--- src/rtl/id_exe_if.sv ---
// ID->EXE pipeline register bus.
// Carries the stage-control inputs (freeze, flush), the decoded ID-stage
// fields (in_*), and their registered EXE-stage copies (out_*).
//   master : the ID/hazard side. It drives freeze, flush and in_*, and reads out_*.
//   slave  : the pipeline register. It reads freeze, flush and in_*, and drives out_*.
// Handshake: there is no back-pressure. in_valid qualifies in_* on every
// rising edge unless freeze or flush is high. out_valid qualifies out_* for the
// whole following cycle. A slot with out_valid=0 carries no side effects.
interface id_exe_if #(
  parameter int DATA_W     = 32,
  parameter int REG_ADDR_W = 4,
  parameter int CMD_W      = 4
);
  logic                  freeze;
  logic                  flush;

  logic                  in_valid;
  logic [DATA_W-1:0]     in_pc;
  logic [DATA_W-1:0]     in_val_rn;
  logic [DATA_W-1:0]     in_val_rm;
  logic                  in_imm;
  logic [11:0]           in_shift_op;
  logic [23:0]           in_imm24;
  logic [CMD_W-1:0]      in_exe_cmd;
  logic [REG_ADDR_W-1:0] in_dest;
  logic [REG_ADDR_W-1:0] in_src1;
  logic [REG_ADDR_W-1:0] in_src2;
  logic                  in_wb_en;
  logic                  in_mem_r_en;
  logic                  in_mem_w_en;
  logic                  in_b;
  logic                  in_s;
  logic [3:0]            in_status;

  logic                  out_valid;
  logic [DATA_W-1:0]     out_pc;
  logic [DATA_W-1:0]     out_val_rn;
  logic [DATA_W-1:0]     out_val_rm;
  logic                  out_imm;
  logic [11:0]           out_shift_op;
  logic [23:0]           out_imm24;
  logic [CMD_W-1:0]      out_exe_cmd;
  logic [REG_ADDR_W-1:0] out_dest;
  logic [REG_ADDR_W-1:0] out_src1;
  logic [REG_ADDR_W-1:0] out_src2;
  logic                  out_wb_en;
  logic                  out_mem_r_en;
  logic                  out_mem_w_en;
  logic                  out_b;
  logic                  out_s;
  logic [3:0]            out_status;
  logic                  out_is_mem;

  modport master (
    output freeze, flush,
    output in_valid, in_pc, in_val_rn, in_val_rm, in_imm, in_shift_op, in_imm24,
           in_exe_cmd, in_dest, in_src1, in_src2, in_wb_en, in_mem_r_en,
           in_mem_w_en, in_b, in_s, in_status,
    input  out_valid, out_pc, out_val_rn, out_val_rm, out_imm, out_shift_op,
           out_imm24, out_exe_cmd, out_dest, out_src1, out_src2, out_wb_en,
           out_mem_r_en, out_mem_w_en, out_b, out_s, out_status, out_is_mem
  );

  modport slave (
    input  freeze, flush,
    input  in_valid, in_pc, in_val_rn, in_val_rm, in_imm, in_shift_op, in_imm24,
           in_exe_cmd, in_dest, in_src1, in_src2, in_wb_en, in_mem_r_en,
           in_mem_w_en, in_b, in_s, in_status,
    output out_valid, out_pc, out_val_rn, out_val_rm, out_imm, out_shift_op,
           out_imm24, out_exe_cmd, out_dest, out_src1, out_src2, out_wb_en,
           out_mem_r_en, out_mem_w_en, out_b, out_s, out_status, out_is_mem
  );
endinterface

--- src/rtl/id_exe_reg.sv ---
// ID->EXE pipeline register.
// It captures the decoded operands and control bits once per cycle and holds
// them for the EXE stage. The latency is one cycle, and there is no
// combinational path from in_* to out_*.
// Update priority on each rising edge: rst > flush > freeze > load.
// Ports:
//   clk : rising-edge clock
//   rst : synchronous active-high reset. It clears every output.
//   bus : id_exe_if slave. It carries freeze, flush, in_* and the registered out_*.
module id_exe_reg #(
  parameter int DATA_W     = 32,
  parameter int REG_ADDR_W = 4,
  parameter int CMD_W      = 4
) (
  input  logic     clk,
  input  logic     rst,
  id_exe_if.slave  bus
);

  logic                  valid_q;
  logic [DATA_W-1:0]     pc_q;
  logic [DATA_W-1:0]     val_rn_q;
  logic [DATA_W-1:0]     val_rm_q;
  logic                  imm_q;
  logic [11:0]           shift_op_q;
  logic [23:0]           imm24_q;
  logic [CMD_W-1:0]      exe_cmd_q;
  logic [REG_ADDR_W-1:0] dest_q;
  logic [REG_ADDR_W-1:0] src1_q;
  logic [REG_ADDR_W-1:0] src2_q;
  logic                  wb_en_q;
  logic                  mem_r_en_q;
  logic                  mem_w_en_q;
  logic                  b_q;
  logic                  s_q;
  logic [3:0]            status_q;
  logic                  is_mem_q;

  // Side-effect bits are gated with in_valid so that a bubble can never write
  // back, touch memory, branch or update the flags.
  // A read-plus-write request degrades to a plain read (read wins).
  logic ld_wb_en, ld_mem_r_en, ld_mem_w_en, ld_b, ld_s;

  always_comb begin
    ld_wb_en    = bus.in_valid & bus.in_wb_en;
    ld_mem_r_en = bus.in_valid & bus.in_mem_r_en;
    ld_mem_w_en = bus.in_valid & bus.in_mem_w_en & ~bus.in_mem_r_en;
    ld_b        = bus.in_valid & bus.in_b;
    ld_s        = bus.in_valid & bus.in_s;
  end

  always_ff @(posedge clk) begin
    if (rst || bus.flush) begin
      valid_q    <= 1'b0;
      pc_q       <= '0;
      val_rn_q   <= '0;
      val_rm_q   <= '0;
      imm_q      <= 1'b0;
      shift_op_q <= '0;
      imm24_q    <= '0;
      exe_cmd_q  <= '0;
      dest_q     <= '0;
      src1_q     <= '0;
      src2_q     <= '0;
      wb_en_q    <= 1'b0;
      mem_r_en_q <= 1'b0;
      mem_w_en_q <= 1'b0;
      b_q        <= 1'b0;
      s_q        <= 1'b0;
      status_q   <= '0;
      is_mem_q   <= 1'b0;
    end else if (!bus.freeze) begin
      // A bubble still captures the data fields. Downstream ignores them
      // because out_valid is low.
      valid_q    <= bus.in_valid;
      pc_q       <= bus.in_pc;
      val_rn_q   <= bus.in_val_rn;
      val_rm_q   <= bus.in_val_rm;
      imm_q      <= bus.in_imm;
      shift_op_q <= bus.in_shift_op;
      imm24_q    <= bus.in_imm24;
      exe_cmd_q  <= bus.in_exe_cmd;
      dest_q     <= bus.in_dest;
      src1_q     <= bus.in_src1;
      src2_q     <= bus.in_src2;
      wb_en_q    <= ld_wb_en;
      mem_r_en_q <= ld_mem_r_en;
      mem_w_en_q <= ld_mem_w_en;
      b_q        <= ld_b;
      s_q        <= ld_s;
      status_q   <= bus.in_status;
      is_mem_q   <= ld_mem_r_en | ld_mem_w_en;
    end
  end

  assign bus.out_valid    = valid_q;
  assign bus.out_pc       = pc_q;
  assign bus.out_val_rn   = val_rn_q;
  assign bus.out_val_rm   = val_rm_q;
  assign bus.out_imm      = imm_q;
  assign bus.out_shift_op = shift_op_q;
  assign bus.out_imm24    = imm24_q;
  assign bus.out_exe_cmd  = exe_cmd_q;
  assign bus.out_dest     = dest_q;
  assign bus.out_src1     = src1_q;
  assign bus.out_src2     = src2_q;
  assign bus.out_wb_en    = wb_en_q;
  assign bus.out_mem_r_en = mem_r_en_q;
  assign bus.out_mem_w_en = mem_w_en_q;
  assign bus.out_b        = b_q;
  assign bus.out_s        = s_q;
  assign bus.out_status   = status_q;
  assign bus.out_is_mem   = is_mem_q;

  // Slot invariants.
  a_bubble_no_side_effects: assert property (@(posedge clk)
    !valid_q |-> !(wb_en_q | mem_r_en_q | mem_w_en_q | b_q | s_q | is_mem_q));
  a_is_mem_consistent: assert property (@(posedge clk)
    is_mem_q == (mem_r_en_q | mem_w_en_q));
  a_mem_rw_exclusive: assert property (@(posedge clk)
    !(mem_r_en_q && mem_w_en_q));

endmodule

--- src/flat_wrapper.sv ---
// flat-port wrapper written by rule: the top's interface ports become plain ports
module id_exe_reg_flat 
#(
  parameter int DATA_W     = 32,
  parameter int REG_ADDR_W = 4,
  parameter int CMD_W      = 4
)
  (clk, rst, bus_freeze, bus_flush, bus_in_valid, bus_in_pc, bus_in_val_rn, bus_in_val_rm, bus_in_imm, bus_in_shift_op, bus_in_imm24, bus_in_exe_cmd, bus_in_dest, bus_in_src1, bus_in_src2, bus_in_wb_en, bus_in_mem_r_en, bus_in_mem_w_en, bus_in_b, bus_in_s, bus_in_status, bus_out_valid, bus_out_pc, bus_out_val_rn, bus_out_val_rm, bus_out_imm, bus_out_shift_op, bus_out_imm24, bus_out_exe_cmd, bus_out_dest, bus_out_src1, bus_out_src2, bus_out_wb_en, bus_out_mem_r_en, bus_out_mem_w_en, bus_out_b, bus_out_s, bus_out_status, bus_out_is_mem);
  id_exe_if #(.DATA_W(DATA_W), .REG_ADDR_W(REG_ADDR_W), .CMD_W(CMD_W)) bus_i ();
  input  logic clk;
  input  logic rst;
  input wire logic [$bits(bus_i.freeze)-1:0] bus_freeze;
  input wire logic [$bits(bus_i.flush)-1:0] bus_flush;
  input wire logic [$bits(bus_i.in_valid)-1:0] bus_in_valid;
  input wire logic [$bits(bus_i.in_pc)-1:0] bus_in_pc;
  input wire logic [$bits(bus_i.in_val_rn)-1:0] bus_in_val_rn;
  input wire logic [$bits(bus_i.in_val_rm)-1:0] bus_in_val_rm;
  input wire logic [$bits(bus_i.in_imm)-1:0] bus_in_imm;
  input wire logic [$bits(bus_i.in_shift_op)-1:0] bus_in_shift_op;
  input wire logic [$bits(bus_i.in_imm24)-1:0] bus_in_imm24;
  input wire logic [$bits(bus_i.in_exe_cmd)-1:0] bus_in_exe_cmd;
  input wire logic [$bits(bus_i.in_dest)-1:0] bus_in_dest;
  input wire logic [$bits(bus_i.in_src1)-1:0] bus_in_src1;
  input wire logic [$bits(bus_i.in_src2)-1:0] bus_in_src2;
  input wire logic [$bits(bus_i.in_wb_en)-1:0] bus_in_wb_en;
  input wire logic [$bits(bus_i.in_mem_r_en)-1:0] bus_in_mem_r_en;
  input wire logic [$bits(bus_i.in_mem_w_en)-1:0] bus_in_mem_w_en;
  input wire logic [$bits(bus_i.in_b)-1:0] bus_in_b;
  input wire logic [$bits(bus_i.in_s)-1:0] bus_in_s;
  input wire logic [$bits(bus_i.in_status)-1:0] bus_in_status;
  output wire logic [$bits(bus_i.out_valid)-1:0] bus_out_valid;
  output wire logic [$bits(bus_i.out_pc)-1:0] bus_out_pc;
  output wire logic [$bits(bus_i.out_val_rn)-1:0] bus_out_val_rn;
  output wire logic [$bits(bus_i.out_val_rm)-1:0] bus_out_val_rm;
  output wire logic [$bits(bus_i.out_imm)-1:0] bus_out_imm;
  output wire logic [$bits(bus_i.out_shift_op)-1:0] bus_out_shift_op;
  output wire logic [$bits(bus_i.out_imm24)-1:0] bus_out_imm24;
  output wire logic [$bits(bus_i.out_exe_cmd)-1:0] bus_out_exe_cmd;
  output wire logic [$bits(bus_i.out_dest)-1:0] bus_out_dest;
  output wire logic [$bits(bus_i.out_src1)-1:0] bus_out_src1;
  output wire logic [$bits(bus_i.out_src2)-1:0] bus_out_src2;
  output wire logic [$bits(bus_i.out_wb_en)-1:0] bus_out_wb_en;
  output wire logic [$bits(bus_i.out_mem_r_en)-1:0] bus_out_mem_r_en;
  output wire logic [$bits(bus_i.out_mem_w_en)-1:0] bus_out_mem_w_en;
  output wire logic [$bits(bus_i.out_b)-1:0] bus_out_b;
  output wire logic [$bits(bus_i.out_s)-1:0] bus_out_s;
  output wire logic [$bits(bus_i.out_status)-1:0] bus_out_status;
  output wire logic [$bits(bus_i.out_is_mem)-1:0] bus_out_is_mem;
  assign bus_i.freeze = bus_freeze;
  assign bus_i.flush = bus_flush;
  assign bus_i.in_valid = bus_in_valid;
  assign bus_i.in_pc = bus_in_pc;
  assign bus_i.in_val_rn = bus_in_val_rn;
  assign bus_i.in_val_rm = bus_in_val_rm;
  assign bus_i.in_imm = bus_in_imm;
  assign bus_i.in_shift_op = bus_in_shift_op;
  assign bus_i.in_imm24 = bus_in_imm24;
  assign bus_i.in_exe_cmd = bus_in_exe_cmd;
  assign bus_i.in_dest = bus_in_dest;
  assign bus_i.in_src1 = bus_in_src1;
  assign bus_i.in_src2 = bus_in_src2;
  assign bus_i.in_wb_en = bus_in_wb_en;
  assign bus_i.in_mem_r_en = bus_in_mem_r_en;
  assign bus_i.in_mem_w_en = bus_in_mem_w_en;
  assign bus_i.in_b = bus_in_b;
  assign bus_i.in_s = bus_in_s;
  assign bus_i.in_status = bus_in_status;
  assign bus_out_valid = bus_i.out_valid;
  assign bus_out_pc = bus_i.out_pc;
  assign bus_out_val_rn = bus_i.out_val_rn;
  assign bus_out_val_rm = bus_i.out_val_rm;
  assign bus_out_imm = bus_i.out_imm;
  assign bus_out_shift_op = bus_i.out_shift_op;
  assign bus_out_imm24 = bus_i.out_imm24;
  assign bus_out_exe_cmd = bus_i.out_exe_cmd;
  assign bus_out_dest = bus_i.out_dest;
  assign bus_out_src1 = bus_i.out_src1;
  assign bus_out_src2 = bus_i.out_src2;
  assign bus_out_wb_en = bus_i.out_wb_en;
  assign bus_out_mem_r_en = bus_i.out_mem_r_en;
  assign bus_out_mem_w_en = bus_i.out_mem_w_en;
  assign bus_out_b = bus_i.out_b;
  assign bus_out_s = bus_i.out_s;
  assign bus_out_status = bus_i.out_status;
  assign bus_out_is_mem = bus_i.out_is_mem;
  id_exe_reg #(.DATA_W(DATA_W), .REG_ADDR_W(REG_ADDR_W), .CMD_W(CMD_W)) u_core (.clk(clk), .rst(rst), .bus(bus_i));
endmodule
--- config.mk ---
export PLATFORM = sky130hd
export DESIGN_NAME = id_exe_reg_flat
export DESIGN_NICKNAME = d
export VERILOG_FILES = /design/src/rtl/id_exe_if.sv /design/src/rtl/id_exe_reg.sv /design/src/flat_wrapper.sv
export SDC_FILE = /design/constraint.sdc
export NUM_CORES = 1
export LEC_CHECK = 0
export CAP_MARGIN = 20
export CORE_MARGIN = 3
export CORE_UTILIZATION = 38
export CTS_CLUSTER_DIAMETER = 50
export CTS_CLUSTER_SIZE = 25
export DETAILED_ROUTE_END_ITERATION = 12
export GPL_TIMING_DRIVEN = 0
export PLACE_DENSITY = 0.87
export SLEW_MARGIN = 40
export SYNTH_ARGS = -nofsm -noshare
export SYNTH_HDL_FRONTEND = slang
export SYNTH_SLANG_ARGS = --single-unit
--- constraint.sdc ---
create_clock -name clk -period 1.3 [get_ports clk]
set_clock_uncertainty 0.1 [all_clocks]
set_input_delay 0.325 -clock clk [delete_from_list [all_inputs] [get_ports clk]]
set_output_delay 0.325 -clock clk [all_outputs]
set_load 0.005 [all_outputs]
Word level (Yosys, flattened, before mapping):

Cells that the tools add are included.

* register bits after elaboration: 160
* input bits: 163
* output and inout port bits: 160
* word-level logic and storage cells: 27

* bitwise operators: 8
* reductions and logical operators: 1

Operator list (count)
* bitwise AND 1 bit: 6
* logical OR 1 bit: 1
* NOT 1 bit: 1
* OR 1 bit: 1

Logic depth before layout (Yosys ltp):

* word-level depth: 3
* mapped depth: 5
* gate-level depth less buffers: 3

Worst setup path before layout:

OpenSTA, ideal clock, no wires.

* path kind: input port to flip-flop
* start: in bus_freeze
* end: reg u_core.pc_q[18] (netlist: u_core.bus.out_pc[18])
* library setup time: 0.128 ns
* data arrival time: 1.001 ns
* data required time: 1.072 ns
* slack: 0.071 ns
* cell stages on the path: 5
* path buffers: 3
* path through: buf_2 -> buf_6 -> buf_6 -> mux2i_1 -> nor2_1

RTL lines
* start: declaration: line flat_wrapper.sv:12 `input wire logic [$bits(bus_i.freeze)-1:0] bus_freeze;`
* end signal: assignment: line id_exe_reg.sv:76 `pc_q <= bus.in_pc;`
* end: declaration: line id_exe_reg.sv:21 `logic [DATA_W-1:0] pc_q;`

Worst setup path after layout:

* start: reg u_core.src2_q[2] (netlist: u_core.bus.out_src2[2])
* end: out bus_out_src2[2]

RTL lines
* start: declaration: line id_exe_reg.sv:30 `logic [REG_ADDR_W-1:0] src2_q;`
* start signal: assignment: line id_exe_reg.sv:85 `src2_q <= bus.in_src2;`
* end: declaration: line flat_wrapper.sv:41 `output wire logic [$bits(bus_i.out_src2)-1:0] bus_out_src2;`

No word-level cell between the ends.

==> out/qor.yml <==
logic_synthesis:
  synth_edf_count: 0
  avgSynthCellArea_sq_um: 11.0
  synthTopCellsByArea: "dfxtp_1 (56%), mux2i_1 (27%), nor2_1 (10%)"
  yosys-top-cells-count: "dfxtp_1 (160), nor2_1 (159), mux2i_1 (153), buf_6 (22), buf_2 (8)"
  synth_fp_nets: 683
  ys_seq_area_share_pct: 56.0
  netlist_instances: 520
  yosysMostFrequentCell: "dfxtp_1"
  yosys.area.top_type_share_pct: 56.0
  synth_top_cell_by_area: "dfxtp_1"
  ys_types: 14
  ys_ff_latch: 160
  synthFlopType: "dfxtp_1"
  netlist_area_sq_um: 5720
  ys_async_sr_fraction_pct: 0
  yosysWarnings: 0
sta:
  slew_headroom_pct: 78.6
  setup_viol: 3
  min_period_ns: 1.31
  max_freq_mhz: 764
  period_share_pct: 101
  fin_ws_ns: -0.00919
  tightest_slew_ns: 0.322
  finalHoldViolCount: 0
  tns_ns: -0.0107
  slew_viol_final: 0
  hold_ws_ns: 0.375
  rsz0062_at_grt: "yes"
setup_path:
  required_ns: 0.88
  worstSetupStartpointType: "flip-flop"
  rrSetupSlack_ns: 0.35
  r2r_cells: 3
  cp.depth: 1
  crit_slowest_cell: "dfxtp_2"
  arrival_ns: 0.88
  reg2reg_from: "u_core.bus.out_wb_en"
  crit_chain: "buf_2"
  crit_type: "flip-flop to output pin"
  critPathLaunch: "u_core.bus.out_src2[2]"
  end_kind: "output pin"
  critPathBufInv: 1
  regToRegEndpoint: "u_core.bus.out_wb_en"
  crit_family: "flip-flops"
  worst-path-max-fanout: 2
  cp_slowest_stage_delay_ns: 0.35
floorplanning:
  fp.dieH_um: 129
  fp.coreArea_sq_um: 14600
  ios: 323
  die_w_um: 129
  start_util_pct: 39.0
  row_count: 44
  die_area_sq_um: 16600
finish:
  synthToLayoutAreaGrowth_pct: 76.6
  multiInputGateArea_sq_um: 2290
  ff_latch_area_sq_um: 3400
  diodes: 0
  drive_above_1_share_pct: 48.9
  stdcell_area_sq_um: 10100
  nets: 1043
  nFillCells: 1050
detailed_routing:
  num_vias: 5039
  viasPerCell: 4.68
  wl_per_cell_um: 17.3
  drtPass1Iterations: 4
  routed_wl_um: 18600
  drc_errors: 0
  drt_iter0_markers: 125
  final_antenna_net_count: 0
clocking:
  cts.clk_slew.worst_paths_ns: 0.06
  cts_max_path_buffers: 2
  cts_tree: "done"
  cts_sinks: 160
  clk_latency_ns: 0.41
  htree_levels: 4
  cts_made_buffers: 17
  root_buffer: "clkbuf_16"
global_route:
  grt_pass1_wl_um: 26800
  overflow: 0
  grt_pass1_vias: 5154
  antenna_found_initial: 0
  grtUsageTotal_pct: 21.0
  grt_max_degree: 17
hold_path:
  hold_end: "u_core.bus.out_is_mem"
  hold_depth: 4
  hold_path_class: "input port to flip-flop"
  hold_start: "bus_freeze"
pwr:
  vdd_drop_max_mv: 0.784
  power.density_nw_per_um2: 1200
  power_uw: 12100
  leakagePower_uw: 0.00469
placement:
  dp_hpwl_um: 13600
  gp_congestion: 0.760
  port_buffers: 321
  place_area_sq_um: 9160
  pre_cts_ws_ns: -0.539
run:
  drv_cap: 0
outcome:
  violations: "negative setup slack"
  status: "finished, violations left"
## cell families (layout without fill, tap and decap cells)
family | count (synthesis) | in the layout | synth area share [%]
AOI/OAI and AO/OA | 8 | 8 | 0.941
buffers and inverters | 37 | 410 | 5.49
DFF | 160 | 160 | 56.0
muxes | 153 | 153 | 26.8
and+or+nand+nor | 162 | 162 | 10.7
## worst max path at each step
stage                             to  slack (ns)
2_1_floorplan  u_core.bus.out_pc[18]        0.07
3_3_place_gp   u_core.bus.out_pc[16]       -0.52
3_5_place_dp    u_core.bus.out_pc[3]       -0.54
4_1_cts              bus_out_src2[2]       -0.03
5_1_grt            bus_out_imm24[15]       -0.04
6_report             bus_out_src2[2]      -0.009
## where the power goes
part / internal [uW] / switching, uW / leakage (uW) / total [uW]
registers: 5090 / 101 / 0.00138 / 5190
logic: 985 / 566 / 0.00300 / 1550
clock network: 3320 / 2030 / 0.000313 / 5350
total: 9400 / 2700 / 0.00469 / 12100
## cell usage in the layout (no fill, tap or decap)
| master | synthesis | final |
|---|---|---|
| clkdlybuf4s50_1 | 0 | 161 |
| dfxtp_2 | 0 | 160 |
| mux2i_1 | 153 | 153 |
| nor2_1 | 159 | 130 |
| buf_6 | 22 | 120 |
| buf_2 | 8 | 66 |
| nor2_2 | 0 | 26 |
| buf_4 | 0 | 20 |
| clkbuf_16 | 0 | 17 |
| clkbuf_2 | 0 | 6 |
| a22oi_1 | 4 | 4 |
| bufinv_16 | 0 | 4 |
| clkinv_2 | 0 | 4 |
| buf_8 | 0 | 3 |
| nor2_4 | 0 | 3 |
| a21oi_1 | 2 | 2 |
| clkbuf_8 | 0 | 2 |
| clkinv_4 | 0 | 2 |
| inv_6 | 0 | 2 |
| or2_1 | 1 | 1 |
| buf_12 | 0 | 1 |
| and2b_1 | 1 | 1 |
| o21ai_0 | 1 | 1 |
| nand2_1 | 1 | 1 |
| inv_1 | 1 | 1 |
| a32oi_1 | 1 | 1 |
| clkinvlp_4 | 0 | 1 |
## per-stage QoR
stage | util, % | cells
final | 69.0 | 1077
after global routing | 69.0 | 1077
after CTS | 65.4 | 1072
after detailed placement | 62.6 | 1025
after global placement | 62.6 | 1025
after floorplan | - | 520
## worst register-to-register path: stages, from the launching register on
cell	delay (ns)
dfxtp_2	0.33
buf_4	0.13
a22oi_1	0.23
nor2_1	0.06
## what timing repair did
item | in CTS | in global routing
gates resized for setup | 851 | 95
buffers inserted | 15 | 5
hold buffers | 0 | 0
hold endpoints to repair | 0 | 0
setup endpoints to repair | 316 | 150
## flip-flops by register name (all words and copies together), names as in the netlist
name and count:
u_core.bus.out_val_rm 32, u_core.bus.out_shift_op 12, u_core.bus.out_src1 4, u_core.bus.out_pc 32, u_core.bus.out_val_rn 32, u_core.bus.out_mem_r_en 1
u_core.bus.out_status 4, u_core.bus.out_s 1, u_core.bus.out_mem_w_en 1, u_core.bus.out_valid 1, u_core.bus.out_b 1, u_core.bus.out_wb_en 1
u_core.bus.out_imm24 24, u_core.bus.out_is_mem 1, u_core.bus.out_imm 1, u_core.bus.out_src2 4, u_core.bus.out_dest 4, u_core.bus.out_exe_cmd 4
## per-layer routing
| layer | global-route usage (%) | vias to the layer above | share of wire (%) |
|---|---|---|---|
| li1 | - | 2447 | - |
| met2 | 38.4 | 236 | 52 |
| met3 | 9.01 | 26 | 10 |
| met1 | 21.4 | 2330 | 36 |
| met5 | 0 | - | 0 |
| met4 | 7.10 | 0 | 1.8 |
## area by class of cell
type / instances / area share, %
Multi-Input combinational cell: 323 / 22.6
Buffer: 36 / 3.41
Inverter: 1 / 0.0372
Clock inverter: 13 / 1.81
Clock buffer: 19 / 4.49
Tap cell: 184 / 2.28
Timing Repair Buffer: 341 / 31.6
Sequential cell: 160 / 33.7
Note: power is estimated with default switching activity, not from simulation.
